--- src/rtl/param_study_engine_pkg.sv ---
// Shared constants for the study engine: FSM state codes, tempo codes and the
// "never played" score value.
package param_study_engine_pkg;

  typedef enum logic [1:0] {
    StIdle   = 2'b00,
    StSelect = 2'b01,
    StStudy  = 2'b10,
    StStore  = 2'b11
  } state_e;

  typedef enum logic [1:0] {
    SpeedSlow = 2'b00,
    SpeedNorm = 2'b01,
    SpeedFast = 2'b10,
    SpeedAlt  = 2'b11
  } speed_e;

  localparam int unsigned MaxErrW = 32;

  // All-ones score of the given width marks an account that never stored a run.
  function automatic logic [MaxErrW-1:0] never_played(input int unsigned err_w);
    return (err_w >= MaxErrW) ? '1 : ((MaxErrW'(1) << err_w) - MaxErrW'(1));
  endfunction

endpackage

--- src/rtl/study_tick_gen.sv ---
// Tempo divider: emits a one-cycle tick every DIV_* clock cycles for the
// selected speed; restart zeroes the phase.
module study_tick_gen
  import param_study_engine_pkg::*;
#(
  parameter int unsigned DIV_SLOW = 100_000_000,
  parameter int unsigned DIV_NORM = 50_000_000,
  parameter int unsigned DIV_FAST = 25_000_000
) (
  input  logic   clk,
  input  logic   rst_n,
  input  logic   restart,
  input  speed_e speed,
  output logic   tick
);

  localparam int unsigned DivMax01 = (DIV_SLOW > DIV_NORM) ? DIV_SLOW : DIV_NORM;
  localparam int unsigned DivMax   = (DivMax01 > DIV_FAST) ? DivMax01 : DIV_FAST;
  localparam int unsigned CntW     = (DivMax > 1) ? $clog2(DivMax) : 1;

  localparam logic [CntW-1:0] LastSlow = CntW'(DIV_SLOW - 1);
  localparam logic [CntW-1:0] LastNorm = CntW'(DIV_NORM - 1);
  localparam logic [CntW-1:0] LastFast = CntW'(DIV_FAST - 1);

  logic [CntW-1:0] cnt_q, cnt_d, last;

  always_comb begin
    unique case (speed)
      SpeedSlow: last = LastSlow;
      SpeedFast: last = LastFast;
      default:   last = LastNorm;
    endcase
  end

  assign tick = (cnt_q == last);

  always_comb begin
    cnt_d = cnt_q + CntW'(1);
    if (restart || tick) cnt_d = '0;
  end

  always_ff @(posedge clk) begin
    if (!rst_n) cnt_q <= '0;
    else        cnt_q <= cnt_d;
  end

endmodule

--- src/rtl/param_study_engine.sv ---
// Guided-practice engine: walks a score ROM lighting the expected key, counts
// player errors per run and keeps a best (lowest) score per account.
module param_study_engine
  import param_study_engine_pkg::*;
#(
  parameter int unsigned NUM_KEYS      = 7,
  parameter int unsigned SONG_LEN      = 42,
  parameter int unsigned NUM_USERS     = 3,
  parameter int unsigned ERR_W         = 5,
  parameter int unsigned DIV_SLOW      = 100_000_000,
  parameter int unsigned DIV_NORM      = 50_000_000,
  parameter int unsigned DIV_FAST      = 25_000_000,
  parameter int unsigned TIMEOUT_TICKS = 4,
  parameter int unsigned STORE_TICKS   = 8
) (
  input  logic                        clk,
  input  logic                        rst_n,
  input  logic                        abort,
  input  logic [NUM_KEYS-1:0]         key_in,
  input  logic [2:0]                  user_sel,
  input  logic                        store_req,
  input  logic [1:0]                  speed_mode,
  output logic [$clog2(SONG_LEN)-1:0] rom_addr,
  input  logic [2:0]                  rom_note,
  output logic [NUM_KEYS-1:0]         led,
  output logic [ERR_W-1:0]            err_cnt,
  output logic [ERR_W-1:0]            record,
  output logic [1:0]                  state_o,
  output logic                        done
);

  localparam int unsigned AddrW = $clog2(SONG_LEN);
  localparam int unsigned UserW = (NUM_USERS > 1) ? $clog2(NUM_USERS) : 1;
  localparam int unsigned TmoW  = $clog2(TIMEOUT_TICKS + 1);
  localparam int unsigned StoW  = $clog2(STORE_TICKS + 1);

  localparam logic [ERR_W-1:0] NeverPlayed = ERR_W'(never_played(ERR_W));
  localparam logic [AddrW-1:0] LastIdx     = AddrW'(SONG_LEN - 1);
  localparam logic [TmoW-1:0]  LastTmo     = TmoW'(TIMEOUT_TICKS - 1);
  localparam logic [StoW-1:0]  LastSto     = StoW'(STORE_TICKS - 1);

  state_e               state_q, state_d;
  speed_e               speed_q, speed_d;
  logic [AddrW-1:0]     idx_q, idx_d;
  logic [UserW-1:0]     uidx_q, uidx_d;
  logic [NUM_KEYS-1:0]  led_q, led_d;
  logic [ERR_W-1:0]     err_q, err_d;
  logic [ERR_W-1:0]     record_q, record_d;
  logic [TmoW-1:0]      tmo_q, tmo_d;
  logic [StoW-1:0]      sto_q, sto_d;
  logic                 done_q, done_d;
  logic                 rom_vld_q, rom_vld_d;
  logic                 pend_q, pend_d;
  logic [ERR_W-1:0]     score_q [NUM_USERS];
  logic [ERR_W-1:0]     score_d [NUM_USERS];

  logic                 tick, restart, eval, hit, advance, sel_ok;
  logic [NUM_KEYS-1:0]  note_oh;
  logic [UserW-1:0]     sel_idx;
  logic [ERR_W-1:0]     err_inc;

  study_tick_gen #(
    .DIV_SLOW (DIV_SLOW),
    .DIV_NORM (DIV_NORM),
    .DIV_FAST (DIV_FAST)
  ) u_tick (
    .clk     (clk),
    .rst_n   (rst_n),
    .restart (restart),
    .speed   (speed_q),
    .tick    (tick)
  );

  always_comb begin
    state_d   = state_q;
    speed_d   = speed_q;
    idx_d     = idx_q;
    uidx_d    = uidx_q;
    led_d     = led_q;
    err_d     = err_q;
    record_d  = record_q;
    tmo_d     = tmo_q;
    sto_d     = sto_q;
    done_d    = 1'b0;
    rom_vld_d = 1'b1;
    pend_d    = pend_q;
    score_d   = score_q;
    advance   = 1'b0;

    note_oh = '0;
    if (rom_note != 3'd0) note_oh = NUM_KEYS'(1) << (rom_note - 3'd1);
    hit     = |(key_in & note_oh);
    sel_ok  = (user_sel != 3'd0) && (32'(user_sel) <= NUM_USERS);
    sel_idx = UserW'(user_sel - 3'd1);
    err_inc = (err_q == '1) ? err_q : err_q + ERR_W'(1);
    // The synchronous ROM needs one cycle after each address change; a tick
    // landing in that gap is held until the note is valid.
    eval    = (tick || pend_q) && rom_vld_q;

    unique case (state_q)
      StIdle: begin
        if (user_sel == 3'd0) state_d = StSelect;
      end
      StSelect: begin
        if (sel_ok) begin
          uidx_d    = sel_idx;
          record_d  = score_q[sel_idx];
          led_d     = '0;
          speed_d   = speed_e'(speed_mode);
          rom_vld_d = 1'b0;
          state_d   = StStudy;
        end
      end
      StStudy: begin
        if (tick && !rom_vld_q) pend_d = 1'b1;
        if (eval) begin
          pend_d = 1'b0;
          if (rom_note == 3'd0 || hit) begin
            advance = 1'b1;
          end else if (tmo_q == LastTmo) begin
            // Expiry takes precedence over a wrong key on the same tick.
            err_d   = err_inc;
            advance = 1'b1;
          end else begin
            led_d = note_oh;
            tmo_d = tmo_q + TmoW'(1);
            if (key_in != '0) err_d = err_inc;
          end
        end
        if (advance) begin
          led_d     = '0;
          tmo_d     = '0;
          rom_vld_d = 1'b0;
          if (idx_q == LastIdx) begin
            done_d  = 1'b1;
            state_d = StStore;
          end else begin
            idx_d = idx_q + AddrW'(1);
          end
        end
      end
      StStore: begin
        if (store_req) begin
          if (err_q < score_q[uidx_q] || score_q[uidx_q] == NeverPlayed) begin
            score_d[uidx_q] = err_q;
            record_d        = err_q;
          end
          state_d = StIdle;
        end else if (tick) begin
          if (sto_q == LastSto) state_d = StIdle;
          else                  sto_d   = sto_q + StoW'(1);
        end
      end
    endcase

    if (abort) begin
      state_d  = StIdle;
      score_d  = score_q;
      record_d = record_q;
      done_d   = 1'b0;
    end

    if (state_d == StIdle) begin
      err_d = '0;
      idx_d = '0;
      led_d = '1;
    end
    if (state_d == StStore) led_d = '1;

    restart = (state_d != state_q);
    if (restart) begin
      tmo_d  = '0;
      sto_d  = '0;
      pend_d = 1'b0;
    end
  end

  always_ff @(posedge clk) begin
    if (!rst_n) begin
      state_q   <= StIdle;
      speed_q   <= SpeedNorm;
      idx_q     <= '0;
      uidx_q    <= '0;
      led_q     <= '1;
      err_q     <= '0;
      record_q  <= '0;
      tmo_q     <= '0;
      sto_q     <= '0;
      done_q    <= 1'b0;
      rom_vld_q <= 1'b0;
      pend_q    <= 1'b0;
      for (int i = 0; i < NUM_USERS; i++) score_q[i] <= NeverPlayed;
    end else begin
      state_q   <= state_d;
      speed_q   <= speed_d;
      idx_q     <= idx_d;
      uidx_q    <= uidx_d;
      led_q     <= led_d;
      err_q     <= err_d;
      record_q  <= record_d;
      tmo_q     <= tmo_d;
      sto_q     <= sto_d;
      done_q    <= done_d;
      rom_vld_q <= rom_vld_d;
      pend_q    <= pend_d;
      score_q   <= score_d;
    end
  end

  assign rom_addr = idx_q;
  assign led      = led_q;
  assign err_cnt  = err_q;
  assign record   = record_q;
  assign state_o  = state_q;
  assign done     = done_q;

endmodule

--- config.mk ---
export PLATFORM = sky130hd
export DESIGN_NAME = param_study_engine
export DESIGN_NICKNAME = d
export VERILOG_FILES = /design/src/rtl/param_study_engine_pkg.sv /design/src/rtl/study_tick_gen.sv /design/src/rtl/param_study_engine.sv
export SDC_FILE = /design/constraint.sdc
export NUM_CORES = 1
export LEC_CHECK = 0
export CORE_AREA = 2 2 120 87
export DETAILED_ROUTE_END_ITERATION = 10
export DIE_AREA = 0 0 122 89
export PLACE_DENSITY = 0.72
export SLEW_MARGIN = 20
export SYNTH_ARGS = -nofsm -noshare
export SYNTH_HDL_FRONTEND = slang
export SYNTH_SLANG_ARGS = --single-unit
export TNS_END_PERCENT = 5
--- constraint.sdc ---
create_clock -name clk -period 4 [get_ports clk]
set_clock_uncertainty 0.1 [all_clocks]
set_input_delay 1 -clock clk [delete_from_list [all_inputs] [get_ports clk]]
set_output_delay 1 -clock clk [all_outputs]
set_load 0.05 [all_outputs]
# ---- Word-level counts from Yosys, hierarchy flattened
# Cells that the tools add are included.
dict set report op_classes {
  n_addsub 7
  bitwise_logic 11
  eq_ne 20
  n_lt_le_gt_ge 5
  shift 1
  muxes 47
  reduce_logical 37
}
# cell n
set op_table {}
lappend op_table {{2-to-1 mux 5 bit} 11}
lappend op_table {{one-hot mux 27 bit (2 select lines)} 1}
lappend op_table {{2-to-1 mux 7 bit} 6}
lappend op_table {{adder 27 x 1 -> 27 bit (second input constant)} 1}
lappend op_table {{== test 27 bit} 1}
lappend op_table {{binary-select mux 5 bit (select 2 bit)} 2}
lappend op_table {{2-to-1 mux 2 bit} 8}
lappend op_table {{AND reduction 4 bit} 4}
lappend op_table {{bitwise mux 15 bit} 1}
lappend op_table {{one-hot mux 7 bit (2 select lines)} 1}
lappend op_table {{2-to-1 mux 3 bit} 4}
lappend op_table {{demux 5 bit (select 2 bit)} 1}
lappend op_table {{== test 5 bit (second input constant)} 2}
lappend op_table {{one-hot mux 5 bit (2 select lines)} 1}
lappend op_table {{AND reduction 5 bit} 2}
lappend op_table {{nonzero test 2 bit} 5}
lappend op_table {{2-to-1 mux 1 bit} 9}
lappend op_table {{inequality test 3 bit (second input constant)} 3}
lappend op_table {{== test 2 bit (second input constant)} 4}
lappend op_table {{NOT 1 bit} 8}
lappend op_table {{one-hot mux 2 bit (4 select lines)} 1}
lappend op_table {{AND 7 bit} 1}
lappend op_table {{nonzero test 7 bit} 1}
lappend op_table {{OR reduction 7 bit} 1}
lappend op_table {{other kinds (31)} 49}
dict set report word_totals {
  ff_bits 81
  wordCells 144
  output_inout_bits 26
  inputBits 19
}

# ---- Logic depth before layout (Yosys ltp)
dict set report logic_depth {
  depth_word 15
  ltp_mapped 12
}

# ---- Modules after synthesis
# A second synthesis with hierarchy kept.
dict set report hier_totals {
  hier_cells 526
  area_unflattened_um2 4545.6
}
# mod area_per_inst_um2 seq_area_each_um2 instances cells_per_inst
set by_module_without_submodules {}
lappend by_module_without_submodules {param_study_engine 3103.0 1081.0 1 367}
lappend by_module_without_submodules {study_tick_gen 1442.6 540.5 1 159}

# ---- Worst setup path after synthesis
# Ideal clock, no wire load.
dict set report synth_timing {
  path_kind {in2reg}
  from {in user_sel[0]}
  to {reg u_tick.cnt_q[19]}
  setup_time_ps 92
  cell_stages 11
  arrival_ps 3084
  slack_ps 724
  path_cell_list {clkbuf_1 -> inv_1 -> ha_1 -> o21a_1 -> nor4b_1 -> nand4_1 -> o21ai_2 -> o2bb2ai_2 -> mux2_4 -> buf_2 -> nor4_1}
}
dict set report synth_between {
  elab_chain_len 8
  elab_cells_between_ends 11
  cone_classes {order compare (1); eq/ne (1); mux (4); reduce/logical (5)}
}
# item line_no
set synth_rtl {}
lappend synth_rtl {{start: declaration} param_study_engine.sv:20} ;# input logic [2:0] user_sel,
lappend synth_rtl {{less-or-equal comparator 3 x 2 -> 1 bit or nonzero test 3 bit (tied branches)} param_study_engine.sv:93} ;# sel_ok = (user_sel != 3'd0) && (32'(user_sel) <= NUM_USERS);
lappend synth_rtl {{logical AND 1 bit} param_study_engine.sv:93}
lappend synth_rtl {{2-to-1 mux 2 bit} param_study_engine.sv:105} ;# if (sel_ok) begin
lappend synth_rtl {{one-hot mux 2 bit (4 select lines) (*)} param_study_engine.sv:100} ;# unique case (state_q)
lappend synth_rtl {{2-to-1 mux 2 bit (*)} param_study_engine.sv:156} ;# if (abort) begin
lappend synth_rtl {{inequality test 2 bit (*)} param_study_engine.sv:170} ;# restart = (state_d != state_q);
lappend synth_rtl {{logical OR 1 bit (*)} study_tick_gen.sv:39} ;# if (restart || tick) cnt_d = '0;
lappend synth_rtl {{OR reduction 2 bit (no line) (*)} --}
lappend synth_rtl {{end signal: assignment} study_tick_gen.sv:44} ;# else cnt_q <= cnt_d;
lappend synth_rtl {{end: declaration} study_tick_gen.sv:25} ;# logic [CntW-1:0] cnt_q, cnt_d, last;
# Every way passes the cells marked *; elsewhere a longest branch is shown, timed or not.
# A chain may end at the register's enable or synchronous reset.

# ---- Worst setup path in the final report
dict set report layout_timing {
  from {in user_sel[0]}
  to {reg pend_q}
}
dict set report layout_between {
  elab_chain_len 7
  elab_cells_between_ends 10
  cone_classes {order compare (1); eq/ne (1); mux (4); reduce/logical (4)}
}
# item line_no
set layout_rtl {}
lappend layout_rtl {{less-or-equal comparator 3 x 2 -> 1 bit or nonzero test 3 bit (tied branches)} param_study_engine.sv:93}
lappend layout_rtl {{logical AND 1 bit} param_study_engine.sv:93}
lappend layout_rtl {{2-to-1 mux 2 bit} param_study_engine.sv:105}
lappend layout_rtl {{one-hot mux 2 bit (4 select lines) (*)} param_study_engine.sv:100}
lappend layout_rtl {{2-to-1 mux 2 bit (*)} param_study_engine.sv:156}
lappend layout_rtl {{inequality test 2 bit (*)} param_study_engine.sv:170}
lappend layout_rtl {{OR reduction 2 bit (no line) (*)} --}
lappend layout_rtl {{end signal: assignment} param_study_engine.sv:205} ;# pend_q <= pend_d;
lappend layout_rtl {{end: declaration} param_study_engine.sv:53} ;# logic pend_q, pend_d;
# Marks and branches as above.

==> out/results.txt <==
crit path DAT: 3610 ps
crit path max-delay cell type: clkdlybuf4s50_1
Post-synth EDFFs: 0
First-pass DRT Iterations: 5
height of the chip: 89 microns
Syn Area/Cell: 8.907 sq um
Layout area overhead: 20.84%
Routed Wire Length: 11140 microns
CTS tree: yes
final RePlAce weighted congestion: 0.9320
Fin. Hold Viols: 0
crit path cell chain: clkdlybuf4s50_1, inv_1, ha_1, o21a_1, nor4b_1, nand4_1, o21ai_2, o2bb2ai_2, mux2_4, nor4b_1
pin slew with the least headroom to its limit: 886.9 ps
XOR/XNOR Fraction of Synth Area: 7.024%
CP max FO: 35
Syn. warnings: 0
Hold Crit Depth: 1
mux cell area share after synthesis: 8.314%
total setup buffers inserted after CTS: 0
FF+latch count, synth: 81
fin area: 5274 sq um
Worst EP required: 4130 ps
final-stage net count: 571
die area: 10860 sq um
Antenna Violating Nets Remaining: 0
slowest stage delay, CP: 520 ps
count leader, synth: dfxtp_1
Avg WL per Cell: 16.70 microns
grt ovf: 0
DP HPWL: 8031 microns
Place WS: 230.9 ps
Post-CTS Hold Buffers: 0
post-route setup TNS: 0 ps
max-capacitance violation count: 0
Clock Latency Late Sink: 340 ps
RSZ-0062 raised after global routing: false
Fmax: 286.9 MHz
post_cts resized: 0
max-slew violation count: 0
clk buf depth: 2
Setup crit end kind: register
Port Buffers: 44
Synth Area in Compound Gates: 12.18%
Worst setup SP type: input port
LEAKAGE: 1.970 nW
max_slew headroom: 40.81%
Power Density: 346.1 nW/um^2
Core Box Area: 9572 sq um
Tmin final: 3485 ps
slack of the critical path: 514.9 ps
routed vias: 3911
Filler cells: 862
register area share after synthesis: 37.16%
largest family of logic cells by synthesized area: simple AND/OR/NAND/NOR gates
initial antenna violation count: 0
top area cells in the synthesized netlist: dfxtp_1 (37%), mux2i_1 (6.4%), ha_1 (5.2%), xor2_1 (4.0%), nor4_1 (3.7%)
Post-route DRC: 0
CTS Root Cell: clkbuf_16
layout cell share with drive strength beyond 1: 7.050%
num ports: 45
hold crit path type: reg -> reg
CP dominant cell by count: nor4b_1
Row Count: 30
number of cells produced by synthesis: 490
Yosys top cell area share: 37.16%
Starting Density: 45.59%
distinct cell type count after synthesis: 60
synthesized cell area: 4364 sq um
Placement Cell Area: 4965 sq um
Final period util: 87.13%
1st-iter DRT viols: 270
largest net degree at the start of global routing: 36
clk sinks: 81
Post-Synth Adder-Cell Area: 5.161%
syn_nets: 527
WS Path Type: in -> reg
CTS H-tree lvls: 3
via-per-instance ratio: 5.864
GRT Total Usage: 21.88%
total power: 0.001825 W
number of diodes: 0
Final Setup Violations: 0
clk slew on worst S/H paths: 60 ps
Num CTS Buffers: 9
global-route wire length before repair: 18470 microns
Die X: 122 microns
setup slack, reg-to-reg: 670 ps
status: completed
vias in the first global route: 3646
prevailing post-synth register cell: dfxtp_1
Async SR Flop Fraction: 0%
Yosys top cell by area: dfxtp_1
IR drop worst, VDD: 0.1901 mV
top cells by count, synth: dfxtp_1 (81), nand2_1 (41), nor2_1 (35)
Reg2Reg Depth: 8
Synth Area in Simple Gates: 27.04%
## cells in the final DEF, fill, tap and decap left out, drive strengths merged, types with 6 or more instances in the layout
| cell type | synthesis | routed |
|---|---|---|
| dfxtp | 81 | 81 |
| clkdlybuf4s50 | 0 | 44 |
| nand2 | 41 | 41 |
| nor2 | 36 | 36 |
| mux2i | 28 | 28 |
| nor4 | 27 | 27 |
| nand3 | 26 | 26 |
| xor2 | 20 | 20 |
| a21oi | 20 | 20 |
| ha | 18 | 18 |
| xnor2 | 15 | 15 |
| nor2b | 15 | 15 |
| nor3 | 14 | 14 |
| o21ai | 14 | 14 |
| clkbuf | 16 | 14 |
| inv | 12 | 12 |
| and3 | 10 | 10 |
| buf | 5 | 10 |
| a221o | 7 | 7 |
| mux2 | 7 | 7 |
| nand2b | 7 | 7 |
| nand4 | 6 | 6 |
## per-stage QoR
step                hold WS (ps)  instances  utilization, %
floorplan                  360.6        490               -
global placement           366.2        651           51.87
detailed placement         373.9        651           51.87
CTS                        387.5        667           55.10
global route               404.1        667           55.10
finish                     384.0        667           55.10
## layout make-up
class | count | area (sq um) | share of cell area [%]
multi-input combinational | 375 | 2606 | 49.42
timing repair buffer | 54 | 528.0 | 10.01
clock inverter | 2 | 35.03 | 0.6643
clock buffer | 14 | 274.0 | 5.196
inverter | 13 | 48.80 | 0.9253
sequential | 81 | 1622 | 30.75
tap | 128 | 160.2 | 3.037
## flip-flops by register name (all words and copies together), names as in the netlist
register	cells
done	1
err_cnt	5
led	7
pend_q	1
record	5
rom_addr	6
rom_vld_q	1
score_q	15
speed_q	2
state_o	2
sto_q	4
tmo_q	3
u_tick.cnt_q	27
uidx_q	2
## metal layers
| metal | wire length [microns] | part of all wire (%) | vias up | global-route usage, % |
|---|---|---|---|---|
| met5 | 0 | 0 | - | 0 |
| met4 | 152 | 1.4 | 0 | 5.538 |
| met3 | 1096 | 9.8 | 13 | 8.610 |
| met2 | 4531 | 41 | 154 | 31.54 |
| met1 | 5359 | 48 | 1847 | 30.61 |
| li1 | - | - | 1897 | - |
## report_power, final
part / internal [W] / switching (W)
registers: 0.000815 / 0.00000913
logic: 0.0000595 / 0.0000928
clock network: 0.000534 / 0.000315
total: 0.00141 / 0.000417
## cell families (layout without fill, tap and decap cells)
group,Yosys count,count (layout)
simple gates,215,215
compound gates,72,72
xor+xnor,35,35
fa+ha+maj,18,18
mux,35,35
flops,81,81
buf+inv,34,83
## worst paths after layout
path / from / endpoint
min reg2reg: led[2]$_SDFFE_PP1P_ / led[2]$_SDFFE_PP1P_
max reg2reg: uidx_q[1]$_SDFFE_PN0P_ / record[3]$_SDFFE_PN0P_
max: user_sel[0] / pend_q$_SDFFE_PP0P_
min: led[2]$_SDFFE_PP1P_ / led[2]$_SDFFE_PP1P_
## worst max-delay path, delay by kind of cell
| family | cells | cell delay [ps] |
|---|---|---|
| compound gates | 3 | 540 |
| fa+ha+maj | 1 | 220 |
| mux | 1 | 430 |
| simple gates | 3 | 850 |
| buf+inv | 2 | 580 |
(Power assumes the default switching activity.)
